==> config.mk <==
export PLATFORM = sky130hd
export DESIGN_NAME = data_mem_bridge
export DESIGN_NICKNAME = d
export VERILOG_FILES = /design/src/rtl/mem_bridge_pkg.sv /design/src/rtl/mem_align_unit.sv /design/src/rtl/data_mem_bridge.sv
export SDC_FILE = /design/constraint.sdc
export NUM_CORES = 1
export LEC_CHECK = 0
export CAP_MARGIN = 20
export CORE_MARGIN = 4
export CORE_UTILIZATION = 40
export DETAILED_ROUTE_END_ITERATION = 12
export GPL_TIMING_DRIVEN = 0
export PLACE_DENSITY = 0.74
export SLEW_MARGIN = 20
export SYNTH_ARGS = -nofsm -noshare
export SYNTH_HDL_FRONTEND = slang
export SYNTH_SLANG_ARGS = --single-unit
==> constraint.sdc <==
create_clock -name clk -period 4.1 [get_ports clk]
set_input_delay 0.41 -clock clk [delete_from_list [all_inputs] [get_ports clk]]
set_output_delay 0.41 -clock clk [all_outputs]
set_load 0.02 [all_outputs]
==> src/rtl/mem_bridge_pkg.sv <==
// Shared encodings for the data memory bridge: funct3 codes, FSM states, access sizes.
package mem_bridge_pkg;

  localparam logic [2:0] F3_B  = 3'b000;
  localparam logic [2:0] F3_H  = 3'b001;
  localparam logic [2:0] F3_W  = 3'b010;
  localparam logic [2:0] F3_BU = 3'b100;
  localparam logic [2:0] F3_HU = 3'b101;

  typedef enum logic [2:0] {
    S_IDLE  = 3'd0,
    S_REQ0  = 3'd1,
    S_WAIT0 = 3'd2,
    S_REQ1  = 3'd3,
    S_WAIT1 = 3'd4,
    S_RESP  = 3'd5
  } state_e;

  // Access size is funct3[1:0]
  localparam logic [1:0] SZ_B = 2'b00;
  localparam logic [1:0] SZ_H = 2'b01;
  localparam logic [1:0] SZ_W = 2'b10;

  // Unshifted byte mask for an access size; 11 (never legal) yields no bytes
  function automatic logic [3:0] size_mask(input logic [1:0] sz);
    case (sz)
      SZ_B:    return 4'b0001;
      SZ_H:    return 4'b0011;
      SZ_W:    return 4'b1111;
      default: return 4'b0000;
    endcase
  endfunction

endpackage

==> src/rtl/mem_align_unit.sv <==
// Combinational lane steering: byte masks and shifted store data across two words,
// legality/alignment flags, and load data extraction with sign/zero extension.
module mem_align_unit
  import mem_bridge_pkg::*;
(
  input  logic        i_we,
  input  logic [2:0]  i_funct3,
  input  logic [1:0]  i_off,
  input  logic [31:0] i_wdata,
  input  logic [31:0] i_word0,
  input  logic [31:0] i_word1,
  output logic [7:0]  o_mask8,
  output logic [63:0] o_wfull,
  output logic        o_misaligned,
  output logic        o_illegal,
  output logic [31:0] o_rdata
);

  logic [1:0]  w_size;
  logic [4:0]  w_shamt;
  logic [31:0] w_rshift;

  assign w_size   = i_funct3[1:0];
  assign w_shamt  = {i_off, 3'b000};
  assign o_mask8  = {4'b0000, size_mask(w_size)} << i_off;
  assign o_wfull  = {32'h0, i_wdata} << w_shamt;
  assign w_rshift = 32'({i_word1, i_word0} >> w_shamt);

  // Half at offset 1 stays inside one word, so only offset 3 crosses
  assign o_misaligned = ((w_size == SZ_H) && (i_off == 2'd3)) ||
                        ((w_size == SZ_W) && (i_off != 2'd0));
  assign o_illegal    = i_we ? (i_funct3 > F3_W)
                             : ((i_funct3 == 3'b011) || (i_funct3[2:1] == 2'b11));

  // Truncate the realigned word to the access size and extend
  always_comb begin
    o_rdata = w_rshift;
    case (i_funct3)
      F3_B:    o_rdata = {{24{w_rshift[7]}}, w_rshift[7:0]};
      F3_H:    o_rdata = {{16{w_rshift[15]}}, w_rshift[15:0]};
      F3_BU:   o_rdata = {24'h0, w_rshift[7:0]};
      F3_HU:   o_rdata = {16'h0, w_rshift[15:0]};
      default: o_rdata = w_rshift;
    endcase
  end

endmodule

==> src/rtl/data_mem_bridge.sv <==
// RV32 load/store bridge to a word-organised, variable-latency data memory.
// One memory request outstanding; misaligned accesses become two word transactions.
module data_mem_bridge
  import mem_bridge_pkg::*;
#(
  parameter bit MISALIGN_EN = 1'b1
) (
  input  logic        clk,
  input  logic        rst,
  input  logic        core_req_valid,
  output logic        core_req_ready,
  input  logic        core_req_we,
  input  logic [2:0]  core_req_funct3,
  input  logic [31:0] core_req_addr,
  input  logic [31:0] core_req_wdata,
  output logic        core_resp_valid,
  output logic [31:0] core_resp_rdata,
  output logic        core_resp_err,
  output logic        mem_req_valid,
  input  logic        mem_req_ready,
  output logic        mem_req_we,
  output logic [31:0] mem_req_addr,
  output logic [3:0]  mem_req_be,
  output logic [31:0] mem_req_wdata,
  input  logic        mem_resp_valid,
  input  logic [31:0] mem_resp_rdata
);

  state_e      r_state, w_next;
  logic        r_we, r_err;
  logic [2:0]  r_funct3;
  logic [1:0]  r_off;
  logic [29:0] r_waddr;
  logic [7:0]  r_mask8;
  logic [63:0] r_wfull;
  logic [31:0] r_word0, r_word1;

  logic        w_idle, w_accept, w_bad;
  logic        w_we;
  logic [2:0]  w_funct3;
  logic [1:0]  w_off;
  logic [7:0]  w_mask8;
  logic [63:0] w_wfull;
  logic        w_misaligned, w_illegal;
  logic [31:0] w_rdata;

  // The align unit decodes the live request in IDLE and the latched one afterwards
  assign w_idle   = (r_state == S_IDLE);
  assign w_we     = w_idle ? core_req_we : r_we;
  assign w_funct3 = w_idle ? core_req_funct3 : r_funct3;
  assign w_off    = w_idle ? core_req_addr[1:0] : r_off;
  assign w_accept = core_req_valid && core_req_ready;
  assign w_bad    = w_illegal || (w_misaligned && (MISALIGN_EN == 1'b0));

  mem_align_unit u_align (
    .i_we         (w_we),
    .i_funct3     (w_funct3),
    .i_off        (w_off),
    .i_wdata      (core_req_wdata),
    .i_word0      (r_word0),
    .i_word1      (r_word1),
    .o_mask8      (w_mask8),
    .o_wfull      (w_wfull),
    .o_misaligned (w_misaligned),
    .o_illegal    (w_illegal),
    .o_rdata      (w_rdata)
  );

  // State register
  always_ff @(posedge clk) begin
    if (rst) r_state <= S_IDLE;
    else     r_state <= w_next;
  end

  // Request capture on accept, read words captured only in the WAIT states
  always_ff @(posedge clk) begin
    if (rst) begin
      r_we     <= 1'b0;
      r_err    <= 1'b0;
      r_funct3 <= 3'b000;
      r_off    <= 2'b00;
      r_waddr  <= 30'h0;
      r_mask8  <= 8'h00;
      r_wfull  <= 64'h0;
      r_word0  <= 32'h0;
      r_word1  <= 32'h0;
    end else begin
      if (w_idle && w_accept) begin
        r_we     <= core_req_we;
        r_err    <= w_bad;
        r_funct3 <= core_req_funct3;
        r_off    <= core_req_addr[1:0];
        r_waddr  <= core_req_addr[31:2];
        r_mask8  <= w_mask8;
        r_wfull  <= w_wfull;
        r_word1  <= 32'h0;
      end
      if ((r_state == S_WAIT0) && mem_resp_valid) r_word0 <= mem_resp_rdata;
      if ((r_state == S_WAIT1) && mem_resp_valid) r_word1 <= mem_resp_rdata;
    end
  end

  // Next state and state-decoded outputs; memory outputs depend only on registers
  always_comb begin
    w_next          = r_state;
    core_req_ready  = 1'b0;
    core_resp_valid = 1'b0;
    core_resp_rdata = 32'h0;
    core_resp_err   = 1'b0;
    mem_req_valid   = 1'b0;
    mem_req_we      = 1'b0;
    mem_req_addr    = 32'h0;
    mem_req_be      = 4'h0;
    mem_req_wdata   = 32'h0;
    case (r_state)
      S_IDLE: begin
        core_req_ready = !rst;
        if (w_accept) w_next = w_bad ? S_RESP : S_REQ0;
      end
      S_REQ0: begin
        mem_req_valid = 1'b1;
        mem_req_we    = r_we;
        mem_req_addr  = {r_waddr, 2'b00};
        mem_req_be    = r_we ? r_mask8[3:0] : 4'hF;
        mem_req_wdata = r_wfull[31:0];
        if (mem_req_ready) w_next = S_WAIT0;
      end
      S_WAIT0: begin
        if (mem_resp_valid) w_next = (r_mask8[7:4] != 4'h0) ? S_REQ1 : S_RESP;
      end
      S_REQ1: begin
        mem_req_valid = 1'b1;
        mem_req_we    = r_we;
        mem_req_addr  = {r_waddr + 30'd1, 2'b00};
        mem_req_be    = r_we ? r_mask8[7:4] : 4'hF;
        mem_req_wdata = r_wfull[63:32];
        if (mem_req_ready) w_next = S_WAIT1;
      end
      S_WAIT1: begin
        if (mem_resp_valid) w_next = S_RESP;
      end
      S_RESP: begin
        core_resp_valid = 1'b1;
        core_resp_err   = r_err;
        core_resp_rdata = (r_we || r_err) ? 32'h0 : w_rdata;
        w_next          = S_IDLE;
      end
      default: w_next = S_IDLE;
    endcase
  end

endmodule

==> impl_metrics.tcl <==
set metrics [dict create \
    io_buffers 205 \
    slew_headroom_pct 36.3 \
    skew_ns 0.00875 \
    fp.dieH_um 159 \
    use_met2_pct 43.0 \
    io_pins 210 \
    period_share_pct 96.7 \
    diodes 0 \
    path_delay_family "buffers and inverters" \
    p_leak_nw 4.56 \
    grt_max_degree 17 \
    r2r_slack_ns 1.42 \
    final.min_clock_period_ns 3.96 \
    max_slew.worst_pin.slew_ns 0.948 \
    start_util_pct 41.0 \
    fin_util_pct 55.0 \
    root_buffer "clkbuf_16" \
    grt_pass1_wl_um 51400 \
    dp_hpwl_um 26400 \
    fillers 2052 \
    total_power_mw 4.79 \
    drt-total-wl_um 34700 \
    fin_hold_ws_ns 0.305 \
    max-vdd-ir-drop_mv 0.333 \
    place_congestion 0.984 \
    cts.reportedPaths.clkPinSlew_ns 0.06 \
    cts_max_path_buffers 2 \
    critPathRequiredTime_ns 3.69 \
    post_dp_cell_area_sq_um 11500 \
    crit_fanout 11 \
    r2r_start "r_state[2]$_SDFFE_PP0P_" \
    ctsHtreeMaxLevel 4 \
    status "finished clean" \
    grt_setup_unrepaired "no" \
    syn_inst 1163 \
    vias 9684 \
    grtUsageTotal_pct 26.3 \
    pre_cts_slack_ns -0.240 \
    slowest_delay_ns 0.61 \
    maxCapViolations 0 \
    synth_edf_count 0 \
    die-width_um 159 \
    drive_above_1_share_pct 8.01 \
    drc 0 \
    yosysUniqueCellTypes 66 \
    postSynthRegisterBits 159 \
    post_drt_via_cell_ratio 5.77 \
    p_per_area_nw_per_um2 394 \
    worstSetupPathType "reg -> out" \
    clk_latency_ns 0.44 \
    holdBufCountCts 0 \
    ant_nets 0 \
    dp.cells 1649 \
    cp_cell_sequence "nor3_4, mux2_2, inv_1, clkbuf_4, ha_2, nand3_1, o32ai_2, a41oi_4, o21ba_2, clkdlybuf4s50_1" \
    die-area_sq_um 25100 \
    hold-path-cell-count 3 \
    first_global_vias 9225 \
    tns_ns 0 \
    setup_viol 0 \
    antenna_found_initial 0 \
    area_growth_pct 34.0 \
    clock_sinks 159 \
    cts_buffers 17 \
    grt_use_met3_pct 5.16 \
    cp_slowest_cell "clkdlybuf4s50_1" \
    reg2reg_depth 6 \
    gr-usage-met1_pct 34.4 \
    hold_path.startpoint "core_req_addr[0]" \
    maxSlewViolCount 0 \
    hold_viol_final 0 \
    core.rowCount 54 \
    busiest_layer "met2" \
    cp-end-kind "output pin" \
    syn_avg_cell_area_sq_um 7.80 \
    drt_iter0_markers 938 \
    ys_seq_area_share_pct 35.1 \
    max_freq_mhz 252 \
    synth.cell_area_sq_um 9070 \
    dr.pass1.iters 5 \
    hold_class "in -> reg" \
    hold_end "r_off[0]$_SDFFE_PP0P_" \
    cts_tree "done" \
    finalInstanceArea_sq_um 12200 \
    rr_endpoint "r_word1[14]$_SDFFE_PP0P_" \
    ys_async_sr_fraction_pct 0 \
    fin_nets 1499 \
    fin_ws_ns 0.136 \
    core_region_area_sq_um 22100 \
    synth-main-ff-cell "dfxtp_1" \
    cp.arrival_ns 3.55 \
    overflow 0 \
    routedWlPerCell_um 20.7 \
    path_buf_inv 3 \
    cp-start-kind "flop" \
    ys_warn_count 0 \
    finalNonFillerCells 1679 \
]
-- synth_stat cells (5+ instances only) --
| cell | number | area share, % |
|---|---|---|
| nor2_1 | 106 | 4.4 |
| mux2i_1 | 57 | 6.3 |
| and2_1 | 13 | 0.90 |
| xnor2_1 | 5 | 0.48 |
| xor2_1 | 22 | 2.1 |
| ha_1 | 6 | 0.83 |
| a21oi_1 | 102 | 5.6 |
| mux2_2 | 22 | 2.7 |
| a2bb2oi_1 | 8 | 0.77 |
| buf_2 | 29 | 1.6 |
| dfxtp_1 | 159 | 35 |
| o21a_1 | 12 | 0.99 |
| nand3_1 | 53 | 2.9 |
| clkbuf_1 | 62 | 2.6 |
| o21ai_0 | 6 | 0.33 |
| a211oi_1 | 30 | 2.5 |
| buf_4 | 5 | 0.41 |
| inv_1 | 8 | 0.33 |
| a311oi_1 | 7 | 0.68 |
| and3_1 | 29 | 2.0 |
| a31oi_1 | 17 | 1.2 |
| nand2_1 | 235 | 9.7 |
| nand3b_1 | 34 | 2.8 |
| o22a_1 | 7 | 0.68 |
| nand4_1 | 15 | 1.0 |
| a22oi_1 | 27 | 2.2 |
| a221o_1 | 8 | 0.88 |
| nor3_1 | 12 | 0.66 |
-- placed cells by master (no fill, tap or decap), drive strengths merged, types with 7 or more instances in the layout --
cell type	count
clkbuf	82
nand2	236
mux2	22
dlymetal6s2s	11
o21a	12
clkdlybuf4s50	194
nand3b	34
nand3	53
a31oi	17
a21oi	102
and2	13
mux2i	58
o21ai	9
nor2	108
buf	42
inv	8
dfxtp	159
a311oi	7
and3	29
a221o	8
xor2	22
nor3	15
o22a	7
a22oi	27
o21ba	8
nand4	15
a2bb2oi	8
a211oi	31
-- what timing repair did --
action,4_1_cts,5_1_grt
cloned,0,0
gates resized for setup,3,12
setup buffers,1,0
endpoints found under the setup margin,24,17
pin swaps,1,0
-- sequential cells by signal, indices dropped and copies added (netlist names) --
name,flops
r_wfull,56
r_word0,32
r_waddr,30
r_word1,24
r_mask8,7
r_funct3,3
r_state,3
r_off,2
r_err,1
r_we,1
-- cell families after synthesis --
kind of cell,count (synthesis),share of synthesized area [%]
compound gates,253,19.0
xor+xnor,27,2.61
fa+ha+maj,6,0.828
buf+inv,112,5.59
flops,159,35.1
mux,82,9.77
other cells,1,0.0414
simple gates,523,27.0
-- worst reg2reg max path: cells and delay by family, from the launching register on --
kind            cells  cell delay, ns
flops               1            0.51
buf+inv             2            0.85
compound gates      1            0.18
simple gates        3            1.07
-- metal layers --
metal / routed length (um) / part of all wire [%] / vias up
met4: 1170 / 3.4 / 0
met1: 14300 / 41 / 4566
met5: 0 / 0 / -
met2: 16200 / 47 / 501
li1: - / - / 4536
met3: 2950 / 8.5 / 81
-- final cells by class --
cell class                      instances  area [sq um]  share of cell area (%)
Clock buffer                           20           447                    3.68
Buffer                                103           477                    3.92
Multi-Input combinational cell        893          5390                    44.4
Inverter                                8          30.0                   0.247
Tap cell                              280           350                    2.88
Clock inverter                         10           188                    1.54
Sequential cell                       159          3180                    26.2
Timing Repair Buffer                  206          2090                    17.2
-- report_power, final --
group	internal (mW)	switching (mW)	total, mW
Combinational	0.502	0.796	1.30
Sequential	1.65	0.0929	1.74
Clock	1.09	0.663	1.75
Total	3.24	1.55	4.79
-- how the worst max path moves through the flow --
| stage | startpoint | to | slack (ns) | cells past startpoint |
|---|---|---|---|---|
| floorplan | r_state[1]$_SDFFE_PP0P_ | core_resp_rdata[29] | 0.88 | 11 |
| global placement | r_state[1]$_SDFFE_PP0P_ | core_resp_rdata[29] | -0.16 | 12 |
| detailed placement | r_state[1]$_SDFFE_PP0P_ | core_resp_rdata[29] | -0.24 | 12 |
| CTS | r_state[2]$_SDFFE_PP0P_ | core_resp_rdata[29] | 0.02 | 11 |
| global route | r_state[2]$_SDFFE_PP0P_ | core_resp_rdata[26] | 0.002 | 10 |
| finish | r_state[2]$_SDFFE_PP0P_ | core_resp_rdata[26] | 0.14 | 10 |
(Power assumes the default switching activity.)
